## config.mk

```make
export PLATFORM = sky130hd
export DESIGN_NAME = seq_multiplier_nxn_flat
export DESIGN_NICKNAME = d
export VERILOG_FILES = /design/src/rtl/seq_multiplier_nxn_pkg.sv /design/src/rtl/seq_multiplier_nxn_if.sv /design/src/rtl/seq_multiplier_nxn_datapath.sv /design/src/rtl/seq_multiplier_nxn.sv /design/src/flat_wrapper.sv
export SDC_FILE = /design/constraint.sdc
export NUM_CORES = 1
export LEC_CHECK = 0
export CORE_MARGIN = 3
export CORE_UTILIZATION = 24
export DETAILED_ROUTE_END_ITERATION = 6
export SYNTH_ARGS = -nofsm -noshare
export SYNTH_HDL_FRONTEND = slang
export SYNTH_SLANG_ARGS = --single-unit
```

## constraint.sdc

```tcl
create_clock -name clk -period 3.4 [get_ports clk]
set_clock_uncertainty 0.15 [all_clocks]
set_input_delay 0.68 -clock clk [delete_from_list [all_inputs] [get_ports clk]]
set_output_delay 0.68 -clock clk [all_outputs]
set_load 0.01 [all_outputs]
```

## src/rtl/seq_multiplier_nxn_pkg.sv

```systemverilog
// ============================================================================
// Package  : seq_mul_pkg
// Brief    : State encoding and width helpers for the sequential multiplier.
// Revision : 1.0 - initial release
// ============================================================================
`default_nettype none

package seq_mul_pkg;

    typedef logic [1:0] state_t;

    localparam state_t c_ST_IDLE = 2'd0;
    localparam state_t c_ST_RUN  = 2'd1;
    localparam state_t c_ST_FIX  = 2'd2;
    localparam state_t c_ST_DONE = 2'd3;

    localparam int c_DEFAULT_WIDTH = 8;

    // Counter must reach WIDTH without wrapping.
    function automatic int cnt_width(input int width);
        return $clog2(width + 1);
    endfunction

    function automatic int prod_width(input int width);
        return 2 * width;
    endfunction

endpackage

`default_nettype wire

```

## src/rtl/seq_multiplier_nxn_if.sv

```systemverilog
// ============================================================================
// Interface : seq_multiplier_nxn_if
// Brief     : start/done handshake, operands and product of the multiplier.
//             sgn exists only when SEQMUL_SIGNED_EN is defined.
// Revision  : 1.0 - initial release
// ============================================================================
`default_nettype none

interface seq_multiplier_nxn_if
    import seq_mul_pkg::*;
#(
    parameter int WIDTH = c_DEFAULT_WIDTH
);

    logic                         start;
    logic [WIDTH-1:0]             A;
    logic [WIDTH-1:0]             B;
`ifdef SEQMUL_SIGNED_EN
    logic                         sgn;
`endif
    logic                         busy;
    logic                         done;
    logic [prod_width(WIDTH)-1:0] C;

    modport master (
        output start, A, B,
`ifdef SEQMUL_SIGNED_EN
        output sgn,
`endif
        input  busy, done, C
    );

    modport slave (
        input  start, A, B,
`ifdef SEQMUL_SIGNED_EN
        input  sgn,
`endif
        output busy, done, C
    );

endinterface

`default_nettype wire

```

## src/rtl/seq_multiplier_nxn_datapath.sv

```systemverilog
// ============================================================================
// Module   : seq_mul_datapath
// Brief    : Operand, accumulator and shift registers with the shift-add adder.
//            Macro SEQMUL_SIGNED_EN adds magnitude capture and negation on fix.
// Revision : 1.0 - initial release
// ============================================================================
`default_nettype none

module seq_mul_datapath
    import seq_mul_pkg::*;
#(
    parameter int WIDTH = c_DEFAULT_WIDTH
) (
    input  logic                         clk,
    input  logic                         rst,
    input  logic                         i_load,
    input  logic                         i_step,
`ifdef SEQMUL_SIGNED_EN
    input  logic                         i_fix,
    input  logic                         i_sgn,
`endif
    input  logic [WIDTH-1:0]             i_a,
    input  logic [WIDTH-1:0]             i_b,
    output logic [prod_width(WIDTH)-1:0] o_next_prod
);

    logic [WIDTH-1:0]             r_a;
    logic [WIDTH-1:0]             r_acc_hi;
    logic [WIDTH-1:0]             r_b_sh;
    logic [WIDTH-1:0]             w_a_mag;
    logic [WIDTH-1:0]             w_b_mag;
    logic [WIDTH:0]               w_sum;
    logic [prod_width(WIDTH)-1:0] w_prod;
    logic [prod_width(WIDTH)-1:0] w_next;

`ifdef SEQMUL_SIGNED_EN
    logic r_neg;
    logic w_neg;

    // The most-negative value negates to itself, which read unsigned is its magnitude.
    assign w_a_mag = (i_sgn && i_a[WIDTH-1]) ? -i_a : i_a;
    assign w_b_mag = (i_sgn && i_b[WIDTH-1]) ? -i_b : i_b;
    assign w_neg   = i_sgn && (i_a[WIDTH-1] ^ i_b[WIDTH-1]);
`else
    assign w_a_mag = i_a;
    assign w_b_mag = i_b;
`endif

    assign w_sum  = {1'b0, r_acc_hi} + (r_b_sh[0] ? {1'b0, r_a} : {(WIDTH+1){1'b0}});
    assign w_prod = {r_acc_hi, r_b_sh};

    always_comb begin
        w_next = w_prod;
        if (i_step) begin
            w_next = {w_sum, r_b_sh[WIDTH-1:1]};
        end
`ifdef SEQMUL_SIGNED_EN
        else if (i_fix && r_neg) begin
            w_next = -w_prod;
        end
`endif
    end

    assign o_next_prod = w_next;

    always_ff @(posedge clk) begin
        if (rst) begin
            r_a      <= '0;
            r_acc_hi <= '0;
            r_b_sh   <= '0;
`ifdef SEQMUL_SIGNED_EN
            r_neg    <= 1'b0;
`endif
        end else if (i_load) begin
            r_a      <= w_a_mag;
            r_acc_hi <= '0;
            r_b_sh   <= w_b_mag;
`ifdef SEQMUL_SIGNED_EN
            r_neg    <= w_neg;
`endif
        end else begin
            {r_acc_hi, r_b_sh} <= w_next;
        end
    end

endmodule

`default_nettype wire

```

## src/rtl/seq_multiplier_nxn.sv

```systemverilog
// ============================================================================
// Module   : seq_multiplier_nxn
// Brief    : WIDTH x WIDTH shift-and-add multiplier, one partial product per clock.
//            Macro SEQMUL_SIGNED_EN enables the sgn input and the FIX state.
// Revision : 1.0 - initial release
// ============================================================================
`default_nettype none

module seq_multiplier_nxn
    import seq_mul_pkg::*;
#(
    parameter int WIDTH = c_DEFAULT_WIDTH
) (
    input  logic                 clk,
    input  logic                 rst,
    seq_multiplier_nxn_if.slave  bus
);

    localparam int                 c_CNT_W  = cnt_width(WIDTH);
    localparam int                 c_PROD_W = prod_width(WIDTH);
    localparam logic [c_CNT_W-1:0] c_LAST   = c_CNT_W'(WIDTH - 1);

    state_t              r_state;
    logic [c_CNT_W-1:0]  r_cnt;
    logic                r_busy;
    logic                r_done;
    logic [c_PROD_W-1:0] r_c;
    logic                w_load;
    logic                w_step;
    logic [c_PROD_W-1:0] w_next_prod;

    // Start is honoured in DONE as well, so back-to-back ops skip IDLE.
    assign w_load = bus.start && ((r_state == c_ST_IDLE) || (r_state == c_ST_DONE));
    assign w_step = (r_state == c_ST_RUN);

`ifdef SEQMUL_SIGNED_EN
    logic w_fix;
    assign w_fix = (r_state == c_ST_FIX);
`endif

    seq_mul_datapath #(
        .WIDTH       (WIDTH)
    ) u_datapath (
        .clk         (clk),
        .rst         (rst),
        .i_load      (w_load),
        .i_step      (w_step),
`ifdef SEQMUL_SIGNED_EN
        .i_fix       (w_fix),
        .i_sgn       (bus.sgn),
`endif
        .i_a         (bus.A),
        .i_b         (bus.B),
        .o_next_prod (w_next_prod)
    );

    assign bus.busy = r_busy;
    assign bus.done = r_done;
    assign bus.C    = r_c;

    always_ff @(posedge clk) begin
        if (rst) begin
            r_state <= c_ST_IDLE;
            r_cnt   <= '0;
            r_busy  <= 1'b0;
            r_done  <= 1'b0;
            r_c     <= '0;
        end else begin
            r_done <= 1'b0;
            case (r_state)
                c_ST_IDLE, c_ST_DONE: begin
                    if (bus.start) begin
                        r_state <= c_ST_RUN;
                        r_cnt   <= '0;
                        r_busy  <= 1'b1;
                    end else begin
                        r_state <= c_ST_IDLE;
                    end
                end
                c_ST_RUN: begin
                    r_cnt <= r_cnt + c_CNT_W'(1);
                    if (r_cnt == c_LAST) begin
`ifdef SEQMUL_SIGNED_EN
                        r_state <= c_ST_FIX;
`else
                        r_state <= c_ST_DONE;
                        r_busy  <= 1'b0;
                        r_done  <= 1'b1;
                        r_c     <= w_next_prod;
`endif
                    end
                end
`ifdef SEQMUL_SIGNED_EN
                c_ST_FIX: begin
                    r_state <= c_ST_DONE;
                    r_busy  <= 1'b0;
                    r_done  <= 1'b1;
                    r_c     <= w_next_prod;
                end
`endif
                default: begin
                    r_state <= c_ST_IDLE;
                    r_busy  <= 1'b0;
                end
            endcase
        end
    end

endmodule

`default_nettype wire

```

## src/flat_wrapper.sv

```systemverilog
// flat-port wrapper written by rule: the top's interface ports become plain ports
module seq_multiplier_nxn_flat import seq_mul_pkg::*;
#(
    parameter int WIDTH = c_DEFAULT_WIDTH
)
  (clk, rst, bus_start, bus_A, bus_B, bus_busy, bus_done, bus_C);
  seq_multiplier_nxn_if #(.WIDTH(WIDTH)) bus_i ();
  input  logic clk;
  input  logic rst;
  input wire logic [$bits(bus_i.start)-1:0] bus_start;
  input wire logic [$bits(bus_i.A)-1:0] bus_A;
  input wire logic [$bits(bus_i.B)-1:0] bus_B;
  output wire logic [$bits(bus_i.busy)-1:0] bus_busy;
  output wire logic [$bits(bus_i.done)-1:0] bus_done;
  output wire logic [$bits(bus_i.C)-1:0] bus_C;
  assign bus_i.start = bus_start;
  assign bus_i.A = bus_A;
  assign bus_i.B = bus_B;
  assign bus_busy = bus_i.busy;
  assign bus_done = bus_i.done;
  assign bus_C = bus_i.C;
  seq_multiplier_nxn #(.WIDTH(WIDTH)) u_core (.clk(clk), .rst(rst), .bus(bus_i));
endmodule
```

==> reports/metrics.yaml <==
clocking:
  post_cts_resized: 0
  cts_hold_buf: 0
  h-tree-depth: 2
  clk_pin_slew_ns: 0.09
  cts.sinks: 48
  post_cts.repair.setup_buffers: 0
  root_buffer: "clkbuf_8"
  clkLatencyLatePin_ns: 0.31
  cts_buffers: 5
  tritoncts: "yes"
  clockBufferDepth: 2
synthesis:
  avgSynthCellArea_um2: 8.53
  ys_seq_elements: 48
  synth_compound_area_share_pct: 16.6
  synth_top_family_by_area: "simple AND/OR/NAND/NOR gates"
  ys.flop_type: "dfxtp_1"
  synth-edff-count: 0
  synthXorXnorAreaFrac_pct: 1.48
  synth.net_count: 309
  synth.distinct_cells: 46
  synthAdderAreaFrac_pct: 6.65
  synthCells: 278
  synthMuxAreaShare_pct: 5.54
  seq_area_frac_synth_pct: 40.5
  synth.cell_area_um2: 2370
  ys_warn_count: 0
  yosys.area_share.simple_pct: 24.7
  synth-async-reset-ratio_pct: 0
min_path:
  holdCritStartpoint: "u_core.u_datapath.r_a[6]$_SDFFE_PP0P_"
  min_path_cells: 2
  holdPathEnd: "u_core.u_datapath.r_a[6]$_SDFFE_PP0P_"
  hold_path_class: "reg -> reg"
sta:
  final.setup.worst_slack_ns: 1.04
  relSlewSlack_pct: 57.5
  timing.fmax_ghz: 0.424
  setup_tns_ns: 0
  min_period_ns: 2.36
  finalHoldViolations: 0
  timing.hold.ws_ns: 0.311
  grt_setup_unrepaired: "no"
  tightest_slew_ns: 0.638
  post-route-period-util_pct: 69.4
  final_max_slew_viol_count: 0
  finalSetupViolCount: 0
power:
  pwr_density_cell_nw_per_um2: 408
  ir_drop_mv: 0.233
  p_leak_nw: 1.08
  p_total_mw: 1.21
setup_path:
  crit_required_ns: 3.50
  critical-path-top-delay-family: "simple AND/OR/NAND/NOR gates"
  r2r-start: "u_core.u_datapath.r_b_sh[0]$_SDFF_PP0_"
  endpoint_kind: "flip-flop"
  crit_chain: "clkdlybuf4s50_1 -> nand2_2 -> nand2b_1 -> or4b_1 -> nand3_1"
  ff2ff_setup_slack_ns: 1.05
  startpoint_type: "primary input"
  cp_slowest_cell: "clkdlybuf4s50_1"
  critPathKind: "in -> reg"
  timing.rr.end: "u_core.bus.C[15]$_SDFFE_PP0P_"
  slowest_delay_ns: 0.55
  reg2reg_depth: 9
  crit_arrival_ns: 2.46
  crit_buf_inv: 1
  crit_fanout: 26
floorplanning:
  fp.dieW_um: 105
  dieHeight_um: 105
  die_area_um2: 11100
  coreArea_um2: 9420
  start_util_pct: 25.2
  num_rows: 35
  ioPinCount: 37
placed_design:
  port_buffers: 36
  dp_hpwl_mm: 3.89
  placed_cells: 429
  dpl_cell_area_um2: 2830
  pre_cts_ws_ns: 0.739
  place.gp.congestion: 0.792
layout:
  post-route-util_pct: 31.5
  syn_to_final_growth_pct: 25.2
  layout.nets: 338
  antenna_cells: 0
  drive_gt1_share_pct: 7.79
  stdcell_count: 437
  fin_area_um2: 2970
drt:
  drc_errors: 0
  drt_first_pass_iters: 4
  drt_wl_total_mm: 5.28
  ant_nets: 0
  dr.first_iter.drc_count: 71
  wl_per_cell_um: 12.1
  viasPerCell: 4.43
  num_vias: 1934
global_route:
  grt_pass1_vias: 1858
  grt_pass1_wl_mm: 8.78
  grt_max_degree: 34
  grt_antenna_before_repair: 0
  grt_overflow_total: 0
  grt.total_usage_pct: 9.63
flow_run:
  max_cap_violations: 0
run_status:
  outcome: "finished clean"
[state kept, by name, summed over array words and instances (netlist names)]
register                    flops
u_core.r_state                  2
u_core.bus.done                 1
u_core.u_datapath.r_b_sh        8
u_core.u_datapath.r_acc_hi      8
u_core.bus.busy                 1
u_core.u_datapath.r_a           8
u_core.bus.C                   16
u_core.r_cnt                    4
[area by class of cell]
class                           count  area, µm²
Fill cell                         979       6450
Multi-Input combinational cell    207       1300
Sequential cell                    48        961
Timing Repair Buffer               39        383
Tap cell                          129        161
Clock buffer                        5       68.8
Clock inverter                      3       68.8
Inverter                            6       22.5
[power by group]
part / internal [mW] / total [mW] / switching [mW]
Sequential: 0.580 / 0.594 / 0.0136
Clock: 0.296 / 0.503 / 0.207
Combinational: 0.0542 / 0.116 / 0.0619
[placed cells by master, fill, tap and decap left out, drive strengths merged]
cell / count
nor3b: 1
and2: 9
a21oi: 27
clkdlybuf4s50: 36
a32oi: 1
dfxtp: 48
nand3: 5
or2: 1
xnor2: 4
a31oi: 1
buf: 3
a21o: 3
o211ai: 2
nor4b: 1
and2b: 1
a211o: 1
clkbuf: 5
nor3: 5
nor2b: 3
a2111oi: 1
or4b: 1
inv: 7
nand2: 48
nand4b: 2
nand4: 1
mux2i: 12
o221a: 1
o21ai: 12
o31ai: 2
mux2: 1
nor2: 25
a211oi: 12
nand2b: 3
or4: 1
bufinv: 2
ha: 11
fa: 1
nand3b: 8
[worst max path at each step]
stage,end,depth (start not counted),start
6_report,u_core.u_datapath.r_acc_hi[6]$_SDFF_PP0_,5,bus_start
5_1_grt,u_core.bus.C[15]$_SDFFE_PP0P_,9,u_core.u_datapath.r_b_sh[0]$_SDFF_PP0_
4_1_cts,u_core.bus.C[15]$_SDFFE_PP0P_,9,u_core.u_datapath.r_b_sh[0]$_SDFF_PP0_
3_5_place_dp,u_core.u_datapath.r_acc_hi[6]$_SDFF_PP0_,5,bus_start
3_3_place_gp,u_core.u_datapath.r_acc_hi[6]$_SDFF_PP0_,5,bus_start
2_1_floorplan,u_core.bus.C[15]$_SDFFE_PP0P_,9,u_core.u_datapath.r_b_sh[0]$_SDFF_PP0_
[worst reg2reg max path, cell delays in order (launching register included)]
cell and delay (ns):
dfxtp_1 0.45, and2_1 0.17, ha_1 0.20, inv_1 0.07, fa_1 0.39, nor2b_1 0.16
nor3_1 0.07, o21ai_1 0.21, a31oi_1 0.15, a211oi_1 0.24
[cell families (layout without fill, tap and decap cells)]
| family | Yosys count | in the layout |
|---|---|---|
| XOR/XNOR | 4 | 4 |
| adder cells (fa/ha/maj) | 12 | 12 |
| AND/OR/NAND/NOR | 115 | 115 |
| buffers and inverters | 23 | 53 |
| flip-flops | 48 | 48 |
| AO/OA/AOI/OAI | 63 | 63 |
| multiplexers | 13 | 13 |
[routing by layer]
metal  up-vias  wire length, µm  global-route usage, %
met1       878             2610                   12.6
met5         -                0                      0
met3         6              230                   2.39
met2        25             2350                   15.1
met4         0               86                   3.94
li1       1025                -                      -
[cell usage after synthesis (2+ instances only)]
cell,instances,area (µm²)
a211oi_1,11,82.6
a21o_1,3,22.5
a21oi_1,27,135
and2_1,9,56.3
buf_1,2,7.51
buf_2,7,35.0
clkbuf_1,6,22.5
dfxtp_1,48,961
ha_1,11,138
inv_1,6,22.5
mux2i_1,12,120
nand2_1,45,169
nand2_2,2,12.5
nand2b_1,3,18.8
nand3_1,5,25.0
nand3b_1,8,60.1
nand4b_1,2,17.5
nor2_1,22,82.6
nor2_4,2,22.5
nor2b_1,3,18.8
nor3_1,5,25.0
o211ai_1,2,15.0
o21ai_0,7,35.0
o21ai_1,3,15.0
o21ai_2,2,17.5
o31ai_1,2,15.0
xnor2_1,4,35.0
(Power assumes the default switching activity.)
